## config.mk

```make
export PLATFORM = sky130hd
export DESIGN_NAME = c1908_fo_ecc_flat
export DESIGN_NICKNAME = d
export VERILOG_FILES = /design/src/rtl/c1908_fo_ecc_if.sv /design/src/rtl/c1908_fo_ecc.sv /design/src/flat_wrapper.sv
export SDC_FILE = /design/constraint.sdc
export NUM_CORES = 1
export LEC_CHECK = 0
export ABC_CLOCK_PERIOD_IN_PS = 1000
export BUFFER_PORTS_ARGS = -buffer_cell sky130_fd_sc_hd__buf_2
export CAP_MARGIN = 20
export CORE_UTILIZATION = 55
export CTS_BUF_LIST = sky130_fd_sc_hd__clkbuf_2
export DETAILED_ROUTE_END_ITERATION = 12
export GPL_ROUTABILITY_DRIVEN = 0
export PLACE_DENSITY = 0.79
export SYNTH_ARGS = -nofsm -noshare
export SYNTH_HDL_FRONTEND = slang
export SYNTH_SLANG_ARGS = --single-unit
```

## constraint.sdc

```tcl
create_clock -name clk -period 1 [get_ports clk]
set_clock_uncertainty 0.1 [all_clocks]
set_input_delay 0.05 -clock clk [delete_from_list [all_inputs] [get_ports clk]]
set_output_delay 0.05 -clock clk [all_outputs]
set_load 0.03 [all_outputs]
```

## src/rtl/c1908_fo_ecc_if.sv

```systemverilog
// rtl/c1908_fo_ecc_if.sv - signal bundle for the registered SEC/DED Hamming codec
interface c1908_fo_ecc_if;
  logic [15:0] din;
  logic [5:0]  chk;
  logic        in_valid;
  logic        corr_en;
  logic        gen_mode;
  logic        odd_par;
  logic        inj_en;
  logic [4:0]  inj_pos;
  logic        inj_dbl;
  logic [15:0] dout;
  logic [5:0]  syn;
  logic        sec;
  logic        ded;
  logic        out_valid;

  modport master (
    output din, chk, in_valid, corr_en, gen_mode, odd_par, inj_en, inj_pos, inj_dbl,
    input  dout, syn, sec, ded, out_valid
  );

  modport slave (
    input  din, chk, in_valid, corr_en, gen_mode, odd_par, inj_en, inj_pos, inj_dbl,
    output dout, syn, sec, ded, out_valid
  );
endinterface

```

## src/rtl/c1908_fo_ecc.sv

```systemverilog
// rtl/c1908_fo_ecc.sv - registered 16-bit SEC/DED Hamming decoder/encoder with fault injection
module c1908_fo_ecc (
  input  logic             clk,
  input  logic             rst,
  c1908_fo_ecc_if.slave    bus
);

  // Hamming position of each data bit d[0..15]; powers of two hold check bits.
  localparam logic [4:0] DPOS [16] = '{
    5'd3,  5'd5,  5'd6,  5'd7,  5'd9,  5'd10, 5'd11, 5'd12,
    5'd13, 5'd14, 5'd15, 5'd17, 5'd18, 5'd19, 5'd20, 5'd21
  };

  logic [21:0] cw;
  logic [21:0] flip;
  logic [21:0] rcw;
  logic [21:0] ccw;
  logic [4:0]  s_low;
  logic        s5;
  logic [5:0]  g;
  logic [4:0]  dbl_pos;
  logic        p_in_range;
  logic        p_is_data;
  logic [15:0] nx_dout;
  logic [5:0]  nx_syn;
  logic        nx_sec;
  logic        nx_ded;

  always_comb begin
    cw       = '0;
    cw[0]    = bus.chk[5];
    cw[1]    = bus.chk[0];
    cw[2]    = bus.chk[1];
    cw[4]    = bus.chk[2];
    cw[8]    = bus.chk[3];
    cw[16]   = bus.chk[4];
    for (int i = 0; i < 16; i++) begin
      cw[DPOS[i]] = bus.din[i];
    end

    // Second flip wraps from index 21 back to the overall-parity bit at index 0.
    dbl_pos = (bus.inj_pos == 5'd21) ? 5'd0 : 5'(bus.inj_pos + 5'd1);
    flip    = '0;
    if (bus.inj_en && (bus.inj_pos <= 5'd21)) begin
      flip[bus.inj_pos] = 1'b1;
      if (bus.inj_dbl) begin
        flip[dbl_pos] = 1'b1;
      end
    end
    rcw = cw ^ flip;

    s_low = '0;
    for (int p = 1; p < 22; p++) begin
      for (int k = 0; k < 5; k++) begin
        if (p[k]) begin
          s_low[k] = s_low[k] ^ rcw[p];
        end
      end
    end
    s5 = (^rcw) ^ bus.odd_par;

    g = '0;
    for (int i = 0; i < 16; i++) begin
      for (int k = 0; k < 5; k++) begin
        if (DPOS[i][k]) begin
          g[k] = g[k] ^ bus.din[i];
        end
      end
    end
    g[5] = (^bus.din) ^ (^g[4:0]) ^ bus.odd_par;

    p_in_range = (s_low <= 5'd21);
    p_is_data  = p_in_range && (s_low != 5'd0) && ((s_low & 5'(s_low - 5'd1)) != 5'd0);

    ccw = rcw;
    if (s5 && p_is_data && bus.corr_en) begin
      ccw[s_low] = ~rcw[s_low];
    end

    nx_dout = '0;
    for (int i = 0; i < 16; i++) begin
      nx_dout[i] = ccw[DPOS[i]];
    end
    nx_syn = {s5, s_low};
    nx_sec = s5 && p_in_range;
    nx_ded = (s5 && !p_in_range) || (!s5 && (s_low != 5'd0));

    if (bus.gen_mode) begin
      nx_dout = bus.din;
      nx_syn  = g;
      nx_sec  = 1'b0;
      nx_ded  = 1'b0;
    end
  end

  always_ff @(posedge clk or posedge rst) begin
    if (rst) begin
      bus.dout      <= '0;
      bus.syn       <= '0;
      bus.sec       <= 1'b0;
      bus.ded       <= 1'b0;
      bus.out_valid <= 1'b0;
    end else begin
      bus.out_valid <= bus.in_valid;
      if (bus.in_valid) begin
        bus.dout <= nx_dout;
        bus.syn  <= nx_syn;
        bus.sec  <= nx_sec;
        bus.ded  <= nx_ded;
      end
    end
  end

endmodule

```

## src/flat_wrapper.sv

```systemverilog
// flat-port wrapper written by rule: the top's interface ports become plain ports
module c1908_fo_ecc_flat 
  (clk, rst, bus_din, bus_chk, bus_in_valid, bus_corr_en, bus_gen_mode, bus_odd_par, bus_inj_en, bus_inj_pos, bus_inj_dbl, bus_dout, bus_syn, bus_sec, bus_ded, bus_out_valid);
  c1908_fo_ecc_if bus_i ();
  input  logic clk;
  input  logic rst;
  input wire logic [$bits(bus_i.din)-1:0] bus_din;
  input wire logic [$bits(bus_i.chk)-1:0] bus_chk;
  input wire logic [$bits(bus_i.in_valid)-1:0] bus_in_valid;
  input wire logic [$bits(bus_i.corr_en)-1:0] bus_corr_en;
  input wire logic [$bits(bus_i.gen_mode)-1:0] bus_gen_mode;
  input wire logic [$bits(bus_i.odd_par)-1:0] bus_odd_par;
  input wire logic [$bits(bus_i.inj_en)-1:0] bus_inj_en;
  input wire logic [$bits(bus_i.inj_pos)-1:0] bus_inj_pos;
  input wire logic [$bits(bus_i.inj_dbl)-1:0] bus_inj_dbl;
  output wire logic [$bits(bus_i.dout)-1:0] bus_dout;
  output wire logic [$bits(bus_i.syn)-1:0] bus_syn;
  output wire logic [$bits(bus_i.sec)-1:0] bus_sec;
  output wire logic [$bits(bus_i.ded)-1:0] bus_ded;
  output wire logic [$bits(bus_i.out_valid)-1:0] bus_out_valid;
  assign bus_i.din = bus_din;
  assign bus_i.chk = bus_chk;
  assign bus_i.in_valid = bus_in_valid;
  assign bus_i.corr_en = bus_corr_en;
  assign bus_i.gen_mode = bus_gen_mode;
  assign bus_i.odd_par = bus_odd_par;
  assign bus_i.inj_en = bus_inj_en;
  assign bus_i.inj_pos = bus_inj_pos;
  assign bus_i.inj_dbl = bus_inj_dbl;
  assign bus_dout = bus_i.dout;
  assign bus_syn = bus_i.syn;
  assign bus_sec = bus_i.sec;
  assign bus_ded = bus_i.ded;
  assign bus_out_valid = bus_i.out_valid;
  c1908_fo_ecc u_core (.clk(clk), .rst(rst), .bus(bus_i));
endmodule
```

==> results of run 1 <==
==> logic make-up after synthesis <==
group | synth area share (%)
simple gates | 24.4
compound gates | 22.2
xor+xnor | 24.4
buf+inv | 5.80
flops | 15.1
mux | 6.67
fa+ha+maj | 1.45
==> through the flow <==
step                instances  hold slack, ps
detailed placement        817            16.0
CTS                       843            27.5
floorplan                 502           -22.7
global placement          817            7.56
==> repair_timing <==
item	CTS
resized for setup	90
setup endpoints to repair	49
hold buffers	2
setup buffers	20
pin swaps	17
endpoints found under the hold margin	26
==> impl_metrics.env, run 1 <==
export IMPL_start_util_pct=57.2
export IMPL_ys_ff_latch=25
export IMPL_rows=31
export IMPL_htreeDepth=1
export IMPL_dieHeight_um=88.8
export IMPL_avgSynthCellArea_um2=8.26
export IMPL_synthMostInstantiatedCell="nand2_1"
export IMPL_yosysWarningCount=0
export IMPL_yosysTopAreaCellShare_pct=15.1
export IMPL_synthCells=502
export IMPL_numClockSinks=25
export IMPL_synth_common_cells="nand2_1 (53), xnor2_1 (48), nor2_1 (41)"
export IMPL_io_buffers=59
export IMPL_cts_buffers=3
export IMPL_error_line="[ERROR DPL-0038] Utilization greater than 100%, impossible to legalize"
export IMPL_worst_ep_kind="register data pin"
export IMPL_die_w_um=88.8
export IMPL_place_worst_setup_slack_ps=-3160
export IMPL_grt_max_degree=26
export IMPL_async_flop_share_pct=100
export IMPL_seq_area_frac_synth_pct=15.1
export IMPL_synth_cell_types=88
export IMPL_yosys_most_used_dff="dfrtp_1"
export IMPL_stop_stage="5_1_grt"
export IMPL_clock_path_buffers=2
export IMPL_worstEndpointGrtRepair="u_core.bus.dout[15]$_DFFE_PP0P_/D"
export IMPL_netlist_area_mm2=0.00415
export IMPL_synth_fp_nets=541
export IMPL_synth_edf_count=0
export IMPL_cts_root_buf="clkbuf_2"
export IMPL_hpwl_um=12400
export IMPL_status="stopped before the end"
export IMPL_placed_area_mm2=0.00597
export IMPL_netlist_top_cells_area="dfrtp_1 (15%), xnor2_1 (10%), xor2_1 (6.8%)"
export IMPL_pin_count=60
export IMPL_synth_top_area_cell="dfrtp_1"
==> inputs of run 2 (changes only) <==
CORE_UTILIZATION = 40   (was 55)
CTS_BUF_LIST = not set   (was sky130_fd_sc_hd__clkbuf_2)
PLACE_DENSITY = not set   (was 0.79)
PLACE_DENSITY_LB_ADDON = 0.15   (was not set)
==> run 2 against run 1 <==
  * The flow now finishes, with violations (setup timing)
  * Synthesized cell count did not move
  * Area after synthesis did not move
==> impl_metrics.env, run 2 <==
export IMPL_htreeDepth=1
export IMPL_critical_path_class="primary input to register"
export IMPL_largest_reg_flops=16
export IMPL_nets=836
export IMPL_hold_class="primary input to register"
export IMPL_viasPerCell=5.82
export IMPL_synthCells=502
export IMPL_numClockSinks=25
export IMPL_cts_buffers=3
export IMPL_tns_ps=-53660
export IMPL_drtIter0Drc=552
export IMPL_ir_drop_mv=1.51
export IMPL_ant_nets=0
export IMPL_drive_gt1_share_pct=57.0
export IMPL_maxSlewViolCount=0
export IMPL_fin_ws_ps=-2460
export IMPL_die_w_um=104
export IMPL_synth_cell_types=88
export IMPL_synth_top_area_cell="dfrtp_1"
export IMPL_critical_path_max_stage_delay_ps=510
export IMPL_largest_register="u_core.bus.dout"
export IMPL_period_minus_slack_ps=3460
export IMPL_crit_top_cell="buf_6"
export IMPL_core_area_mm2=0.00991
export IMPL_seq_area_frac_synth_pct=15.1
export IMPL_failed_checks="setup timing"
export IMPL_antenna_found_initial=0
export IMPL_grt_pass1_wl_um=25200
export IMPL_syn2layout_area_growth_pct=81.0
export IMPL_grt_overflow=0
export IMPL_netlist_top_cells_area="dfrtp_1 (15%), xnor2_1 (10%), xor2_1 (6.8%)"
export IMPL_path_cells="buf_8 > buf_6 > ha_4 > and4b_2 > nor3_4 > buf_6 > o221ai_4 > or2_4 > mux2i_4 > buf_6 > xnor2_2 > xnor3_2 > buf_6 > buf_6 > mux2_4 > mux2i_4 > mux2i_4 > buf_6 > o311ai_2"
export IMPL_p_leak_nw=3.29
export IMPL_hpwl_um=12000
export IMPL_crit_required_ps=1100
export IMPL_status="finished, violations left"
export IMPL_synth_common_cells="nand2_1 (53), xnor2_1 (48), nor2_1 (41)"
export IMPL_cts_root_buf="clkbuf_8"
export IMPL_yosysTopAreaCellShare_pct=15.1
export IMPL_p_per_area_mw_per_mm2=1680
export IMPL_gr_max_usage_layer="met2"
export IMPL_ys_ff_latch=25
export IMPL_dieHeight_um=104
export IMPL_critPathSlowestCell="xnor3_2"
export IMPL_reg_top3="u_core.bus.dout (16), u_core.bus.syn (6)"
export IMPL_hold_viol_final=0
export IMPL_grtUsageMet2_pct=48.7
export IMPL_use_met3_pct=4.22
export IMPL_die_area_mm2=0.0108
export IMPL_max_freq_ghz=0.289
export IMPL_critPathCaptureType="register"
export IMPL_fin_crit_sh_pct=346
export IMPL_synthMostInstantiatedCell="nand2_1"
export IMPL_cts_tree="built"
export IMPL_async_flop_share_pct=100
export IMPL_via_count=5404
export IMPL_grtUsageMet1_pct=39.7
export IMPL_grt_setup_unrepaired="true"
export IMPL_pin_count=60
export IMPL_setup_violations=28
export IMPL_first_pass_iters=5
export IMPL_yosys_most_used_dff="dfrtp_1"
export IMPL_grt_max_degree=26
export IMPL_mostFrequentLayoutCells="buf_4 (231), buf_6 (50), nand2_1 (47)"
export IMPL_drc=0
export IMPL_antenna_cells=0
export IMPL_tightest_slew_ps=493
export IMPL_critPathLaunchType="primary input"
export IMPL_clock_path_buffers=2
export IMPL_io_buffers=59
export IMPL_final_common_cell="buf_4"
export IMPL_total_power_mw=12.6
export IMPL_insertion_delay_ps=290
export IMPL_yosysWarningCount=0
export IMPL_arrival_ps=3560
export IMPL_max_cap_violations=0
export IMPL_totalWireLength_um=18300
export IMPL_clk_pin_slew_ps=100
export IMPL_synth_fp_nets=541
export IMPL_wl_per_cell_um=19.7
export IMPL_start_util_pct=41.8
export IMPL_netlist_area_mm2=0.00415
export IMPL_grt_pass1_vias=4958
export IMPL_synth_edf_count=0
export IMPL_avgSynthCellArea_um2=8.26
export IMPL_track_usage_pct=29.1
export IMPL_rows=36
export IMPL_critical_path_max_fanout=6
export IMPL_maxSlewHeadroom_pct=67.0
run 2: area by class of cell:
class / instances / area [µm²]
repair buffers: 324 / 2640
well taps: 133 / 166
flip-flops and latches: 25 / 626
clock buffers: 3 / 41.3
clock inverters: 1 / 7.51
fillers: 636 / 2410
multi-input cells: 436 / 3990
inverters: 7 / 33.8
run 2: worst max-delay path, delay by kind of cell:
family,cells,cell delay (ps)
adders and majority gates,1,170
AOI/OAI and AO/OA,2,350
buffers and inverters,7,930
muxes,4,750
xor gates and xnor gates,2,610
and+or+nand+nor,3,710
run 2: stage by stage:
stage | hold slack (ps) | area [µm²] | worst slack (ps) | utilization (%) | instances
3_5_place_dp | 18.3 | 6160 | -2790 | 62.2 | 868
6_report | 133 | 7500 | -2460 | 75.7 | 929
4_1_cts | 146 | 6880 | -2380 | 69.4 | 904
5_1_grt | 181 | 7500 | -2570 | 75.7 | 929
2_1_floorplan | -22.7 | 4340 | -2400 | - | 502
3_3_place_gp | 15.8 | 6160 | -2800 | 62.2 | 868
run 2: cells by family after synthesis:
group                      share of synthesized area [%]
muxes                                               6.67
buffers and inverters                               5.80
and+or+nand+nor                                     24.4
AOI/OAI and AO/OA                                   22.2
xor gates and xnor gates                            24.4
DFF                                                 15.1
adders and majority gates                           1.45
run 2: worst paths after layout:
check                                                   to                            from  cells after the start  slack, ps
setup reg to reg            u_core.bus.dout[8]$_DFFE_PP0P_  u_core.bus.dout[8]$_DFFE_PP0P_                      2        -90
max in group asynchronous   u_core.bus.dout[1]$_DFFE_PP0P_                             rst                      4        290
setup / recovery           u_core.bus.dout[10]$_DFFE_PP0P_                  bus_inj_pos[0]                     19      -2460
hold reg to reg              u_core.bus.syn[0]$_DFFE_PP0P_   u_core.bus.syn[0]$_DFFE_PP0P_                      2        450
min in group asynchronous       u_core.bus.sec$_DFFE_PP0P_                             rst                      4        260
hold / removal             u_core.bus.dout[14]$_DFFE_PP0P_                     bus_din[14]                      6        130
run 2: metal layers:
layer  vias up  wire, µm  part of all wire, %
li1       2407         -                    -
met1      2597      7740                   42
met2       327      8520                   47
met3        73      1360                  7.4
met4         0       690                  3.8
met5         -         0                    0
run 2: timing repair:
item / 4_1_cts / 5_1_grt
endpoints found under the hold margin: 26 / 0
pin swaps: 30 / 30
buffers inserted: 31 / 25
hold buffers: 2 / 0
cloned: 1 / 0
resized for setup: 99 / 104
setup endpoints to repair: 35 / 48
run 2: where the power goes:
| part | internal, mW | total, mW | switching [mW] | leakage [nW] |
|---|---|---|---|---|
| Clock | 0.285 | 0.682 | 0.397 | 0.0217 |
| Sequential | 1.21 | 1.34 | 0.136 | 0.284 |
| Combinational | 5.44 | 10.6 | 5.17 | 2.99 |
(Power assumes the default switching activity.)
